<file path="config.mk">
export PLATFORM = sky130hd
export DESIGN_NAME = demux_stream_router
export DESIGN_NICKNAME = d
export VERILOG_FILES = /design/src/rtl/demux_stream_router.sv
export SDC_FILE = /design/constraint.sdc
export NUM_CORES = 1
export LEC_CHECK = 0
export ABC_CLOCK_PERIOD_IN_PS = 2500
export BUFFER_PORTS_ARGS = -buffer_cell sky130_fd_sc_hd__buf_2
export CAP_MARGIN = 15
export CELL_PAD_IN_SITES_DETAIL_PLACEMENT = 0
export CELL_PAD_IN_SITES_GLOBAL_PLACEMENT = 1
export CORE_MARGIN = 3
export CORE_UTILIZATION = 44
export DETAILED_ROUTE_END_ITERATION = 10
export GPL_TIMING_DRIVEN = 1
export MAX_ROUTING_LAYER = met4
export PLACE_DENSITY_LB_ADDON = 0.25
export SLEW_MARGIN = 10
export SYNTH_ARGS = -nofsm -noshare
export SYNTH_HDL_FRONTEND = slang
export SYNTH_SLANG_ARGS = --single-unit
</file>
<file path="constraint.sdc">
create_clock -name clk -period 2.5 [get_ports clk]
set_input_delay 0.25 -clock clk [delete_from_list [all_inputs] [get_ports clk]]
set_output_delay 0.25 -clock clk [all_outputs]
set_load 0.01 [all_outputs]
</file>
<file path="src/rtl/demux_stream_router.sv">
// demux_stream_router: registered 1-to-N stream demux with a 2-entry FIFO per channel
module demux_stream_router #(
    parameter int DATA_W = 8,
    parameter int N_OUT  = 4,
    parameter int SEL_W  = 2
) (
    input  logic                    clk,
    input  logic                    rst,
    input  logic                    in_valid,
    output logic                    in_ready,
    input  logic [SEL_W-1:0]        in_sel,
    input  logic [DATA_W-1:0]       in_data,
    output logic [N_OUT-1:0]        out_valid,
    input  logic [N_OUT-1:0]        out_ready,
    output logic [N_OUT*DATA_W-1:0] out_data,
    output logic                    err_sel,
    output logic [7:0]              drop_cnt
);
    logic             sel_ok;
    logic             accept;
    logic [N_OUT-1:0] full;

    assign sel_ok   = int'(in_sel) < N_OUT;
    assign in_ready = sel_ok ? ~full[in_sel] : 1'b1;
    assign accept   = in_valid & in_ready;

    genvar k;
    generate
        for (k = 0; k < N_OUT; k++) begin : g_ch
            logic [1:0]        cnt;
            logic [DATA_W-1:0] head;
            logic [DATA_W-1:0] tail;
            logic              push;
            logic              pop;
            assign push    = accept & sel_ok & (in_sel == SEL_W'(k));
            assign pop     = out_valid[k] & out_ready[k];
            assign full[k] = cnt == 2'd2;
            assign out_valid[k] = cnt != 2'd0;
            assign out_data[k*DATA_W +: DATA_W] = head;
            // Channel FIFO: a push lands in head when it is free or being vacated, else in tail
            always_ff @(posedge clk or posedge rst) begin
                if (rst) begin
                    cnt  <= 2'd0;
                    head <= '0;
                    tail <= '0;
                end else begin
                    if (push && (cnt == 2'd0 || pop))
                        head <= in_data;
                    else if (pop)
                        head <= tail;
                    if (push && !pop && cnt == 2'd1)
                        tail <= in_data;
                    cnt <= cnt + 2'(push) - 2'(pop);
                end
            end
        end
    endgenerate

    // Out-of-range beats are swallowed: flag them next cycle and count with saturation
    always_ff @(posedge clk or posedge rst) begin
        if (rst) begin
            err_sel  <= 1'b0;
            drop_cnt <= 8'd0;
        end else begin
            err_sel <= accept & ~sel_ok;
            if (accept && !sel_ok && drop_cnt != 8'hFF)
                drop_cnt <= drop_cnt + 8'd1;
        end
    end
endmodule
</file>
**After elaboration in Yosys (flattened, before gate mapping)**

Cells that the tools add are included.

- Input port bits: 17
- Output and inout bits: 46
- Logic and storage cells: 85
- Memories kept: 0
- Bits in writable memories: 0
- Latch bits: 0
- Register bits: 72
- Memory bits (read-only): 0

- Shift-type cells: 0
- Reductions and logical operators: 33
- Divide/modulo/power cells: 0
- Eq/ne operators: 11
- Add/sub/neg operators: 8
- Magnitude comparators: 1
- Muxes and demuxes: 10
- Bitwise logic cells: 10
- Multiply operators: 0

Operator list:

| kind | count |
|---|---|
| 8-bit 2-to-1 mux | 8 |
| 2-bit nonzero test | 8 |
| 2-bit == test, second input constant | 6 |
| 1-bit logical AND | 12 |
| 2-bit by 1-bit == test with 1-bit output, second input constant | 5 |
| 2-bit logical NOT | 5 |
| 1-bit bitwise AND | 9 |
| 2-bit by 1-bit adder with 2-bit output | 4 |
| 2-bit by 1-bit subtractor with 2-bit output | 4 |
| 1-bit logical NOT | 4 |
| 1-bit logical OR | 4 |
| 2-bit by 3-bit less-than comparator with 1-bit output, second input constant | 1 |
| 1-bit binary-select mux with 2-bit select | 1 |
| 1-bit 2-to-1 mux | 1 |
| 1-bit inverter | 1 |

**Depth between registers and ports, before layout**

- Depth in word-level cells: 8
- Mapped depth: 8
- Depth with buffers taken out: 8

**Least setup slack after synthesis**

OpenSTA, ideal clock, no wires.

- Path kind: input -> register
- Start: input in_sel[0]
- End: register g_ch[0].tail[0]
- Cell stages on the path: 6
- Required time: 2375 ps
- Path buffers: 0
- Setup time: 125 ps
- Setup slack: 683 ps
- Arrival: 1693 ps
- Path through: or3b_4 > or2_2 > inv_1 > ha_1 > nand3b_1 > mux2_2

- Cells in the longest elaborated chain, start to end: 7
- Elaborated cells between the ends (all ways): 8
- Classes of those cells: 2 x mux; 3 x bitwise; 3 x reduce/logical

Ends and longest elaborated chain:

| item | RTL line | text |
|---|---|---|
| start: declaration | 11 | `input logic [SEL_W-1:0] in_sel,` |
| 1-bit binary-select mux with 2-bit select | 24 | `assign in_ready = sel_ok ? ~full[in_sel] : 1'b1;` |
| 1-bit 2-to-1 mux (implied by the code) | 24 |  |
| 1-bit inverter | 24 |  |
| 1-bit bitwise AND | 25 | `assign accept = in_valid & in_ready;` |
| 1-bit bitwise AND (*) | 35 | `assign push = accept & sel_ok & (in_sel == SEL_W'(k));` |
| 1-bit logical AND (*) (2 in series) | 51 | `if (push && !pop && cnt == 2'd1)` |
| end signal: assignment | 52 | `tail <= in_data;` |
| end: declaration | 32 | `logic [DATA_W-1:0] tail;` |

Mark *: on every way between the ends. The rest lies on a longest branch, timed or not. The select of a mux whose other input is x is not followed.
A chain may end at the register's enable or synchronous reset.

**Worst setup path in the final report**

- Start: register g_ch[0].cnt[0]
- End: register g_ch[0].tail[5]

- Cells in the longest elaborated chain, start to end: 8
- Elaborated cells between the ends (all ways): 12
- Classes of those cells: 2 x eq/ne; 2 x mux; 4 x bitwise; 4 x reduce/logical

Ends and longest elaborated chain:

| item | RTL line | text |
|---|---|---|
| start: declaration | 30 | `logic [1:0] cnt;` |
| start signal: assignment | 53 | `cnt <= cnt + 2'(push) - 2'(pop);` |
| 2-bit == test | 37 | `assign full[k] = cnt == 2'd2;` |
| 1-bit binary-select mux with 2-bit select | 24 |  |
| 1-bit 2-to-1 mux (implied by the code) | 24 |  |
| 1-bit inverter | 24 |  |
| 1-bit bitwise AND | 25 |  |
| 1-bit bitwise AND | 35 |  |
| 1-bit logical AND | 51 |  |
| 1-bit logical AND (*) | 51 |  |

Marked as above.

==> flow_summary.ini <==
[run_status]
outcome = complete, no violations

[logic_synthesis]
syn-instance-count = 292
synth_cell_types = 33
syn_avg_cell_area_sq_um = 11.8
yosys_warnings = 0
synth-seq-area-share_pct = 52.3
ys_seq_elements = 72
syn_area_sq_mm = 0.00345

[floorplanning]
die_w_um = 94.5
ios = 63
die_h_um = 94.5
die_area_sq_mm = 0.00893
rows = 31
initial_core_util_pct = 46.5
core_sq_mm = 0.00741

[timing]
hold_viol = 0
period_share_pct = 82.8
slew_viol_final = 0
fmax_mhz = 483
tightest_slew_ns = 0.701
final.setup_skew_ns = 0.00909
setup_viol = 0
fin_tns_setup_ns = 0
fin_crit_ns = 2.07
maxSlewHeadroom_pct = 53.2
holdWs_ns = 0.0107
rsz0062_at_grt = no

[power_and_ir_drop]
peakVddDrop_uv = 474
p_total_uw = 4910
p_per_area_mw_per_mm2 = 1220
power_leakage_uw = 0.00186

[setup_path]
path_buf_inv = 1
cp_slowest_cell = dfrtp_1
crit_path_max_incr_delay_ns = 0.43
cp_max_fo = 8
crit_type = flop to flop
path_delay_family = simple AND/OR/NAND/NOR gates
required_ns = 2.73
end_kind = flop
start_kind = flop
cp_cell_sequence = nand2b_1 -> o21ai_0 -> or2_2 -> inv_1 -> ha_1 -> nand3b_1 -> mux2_2
crit_arrival_ns = 2.30

[clock_network]
clkLatencyLatePin_ns = 0.35
clock_sinks = 72
cts_buffers = 9
ctsResizeCount = 0
clk_pin_slew_ns = 0.08
postCtsHoldBufs = 0
cts_root_buf = clkbuf_8
cts_tree = done
cts_setup_buffers = 0
htree_levels = 3
clockBufferDepth = 2

[grt]
grt_max_degree = 42
antenna_found_initial = 0
grt_pass1_vias = 2295
overflow = 0
grt_pass1_wl_um = 11400
grt.total_usage_pct = 17.4

[cells_and_area]
final_cell_mix = dfrtp_1, buf_2, mux2_2
finalNonFillerCells = 458
syn_to_final_growth_pct = 16.8
nets = 381
antennaDiodeCount = 0
drive_gt1_share_pct = 34.5
final_common_cell = dfrtp_1

[detailed_routing]
ant_nets = 0
drc = 0
drt_iter0_markers = 53
via_per_inst = 4.98
drt-total-wl_um = 6820
dr.pass1.iters = 4
post_drt_wl_per_cell_um = 14.9
num_vias = 2279

[job]
maxCapViolCount = 0

[placed_design]
dp_hpwl_um = 4710
gp_congestion = 0.777
place_inst = 442
io_buffers = 53

[worst_hold_path]
hp-class = input port to async pin
layer usage:
layer | GRT usage [%] | share of wire, % | up-vias
li1 | - | - | 1126
met1 | 23.6 | 50 | 1109
met2 | 25.8 | 46 | 40
met3 | 2.63 | 3.7 | 4
met4 | 7.93 | 0.81 | 0
met5 | - | 0 | -
cell usage after synthesis:
cell type / instances / area [sq um]
nand2_1: 4 / 15.0
buf_2: 3 / 15.0
a22oi_1: 1 / 7.51
inv_1: 20 / 75.1
or3b_4: 1 / 11.3
nand3_1: 1 / 5.00
mux2i_1: 24 / 240
nand3b_1: 5 / 37.5
clkbuf_1: 1 / 3.75
or4_1: 1 / 7.51
a21oi_1: 25 / 125
a21oi_2: 8 / 70.1
a21oi_4: 3 / 48.8
o21bai_1: 1 / 7.51
a21o_1: 1 / 7.51
conb_1: 1 / 3.75
o21ai_0: 8 / 40.0
nor2b_1: 2 / 12.5
o32ai_1: 7 / 61.3
buf_4: 10 / 75.1
or2_2: 6 / 37.5
and4b_1: 1 / 10.0
or3_1: 1 / 6.26
mux2_2: 32 / 360
nand3b_4: 1 / 20.0
nand2b_1: 3 / 18.8
ha_1: 10 / 125
xnor2_1: 8 / 70.1
o21ai_2: 1 / 8.76
nor2_1: 27 / 101
o211ai_1: 1 / 7.51
o21ai_1: 2 / 10.0
dfrtp_1: 72 / 1800
kinds of logic after synthesis:
group                      Yosys count  share of synthesized area [%]
muxes                               56                           17.4
adders and majority gates           10                           3.63
xor gates and xnor gates             8                           2.03
AOI/OAI and AO/OA                   58                           11.4
and+or+nand+nor                     53                           8.20
DFF                                 72                           52.3
buffers and inverters               34                           4.90
other                                1                          0.109
state kept, by name, indices dropped and copies added, names as in the netlist:
name and flops:
g_ch.cnt 8, g_ch.head 32, g_ch.tail 32
worst reg2reg max path, delay by kind of cell (launching register included):
family / cells / cell delay, ns
simple gates: 3 / 0.67
flops: 1 / 0.43
mux: 1 / 0.39
compound gates: 1 / 0.25
fa+ha+maj: 1 / 0.18
buf+inv: 1 / 0.04
area by class of cell:
| cell class | count | area [sq um] |
|---|---|---|
| Multi-Input combinational cell | 194 | 1510 |
| Timing Repair Buffer | 57 | 308 |
| Sequential cell | 72 | 1800 |
| Clock buffer | 11 | 131 |
| Tap cell | 99 | 124 |
| Fill cell | 709 | 3380 |
| Inverter | 20 | 75.1 |
| Clock inverter | 5 | 81.3 |
metrics by stage:
stage | area [sq um] | utilization [%] | worst slack (ns)
2_1_floorplan | 3480 | - | 0.425
3_3_place_gp | 3810 | 51.5 | 0.397
3_5_place_dp | 3810 | 51.5 | 0.364
4_1_cts | 4030 | 54.4 | 0.415
5_1_grt | 4030 | 54.4 | 0.232
6_report | 4030 | 54.4 | 0.429
report_power, final:
part	switching [uW]	total, uW	internal, uW
registers	322	2070	1750
logic	961	1850	885
clock network	431	994	563
total	1710	4910	3190
final timing paths:
path | to | depth (start not counted) | slack (ns) | start
max | g_ch[0].tail[5] | 7 | 0.43 | g_ch[0].cnt[0]
min | g_ch[1].head[0] | 2 | 0.01 | rst
max reg2reg | g_ch[0].tail[5] | 7 | 0.43 | g_ch[0].cnt[0]
min reg2reg | g_ch[1].tail[4] | 1 | 0.51 | g_ch[1].tail[4]
max in group asynchronous | g_ch[0].tail[2] | 3 | 1.83 | rst
min in group clk | g_ch[3].tail[0] | 2 | 0.27 | in_data[0]
Power figures use the tool's default switching activity.
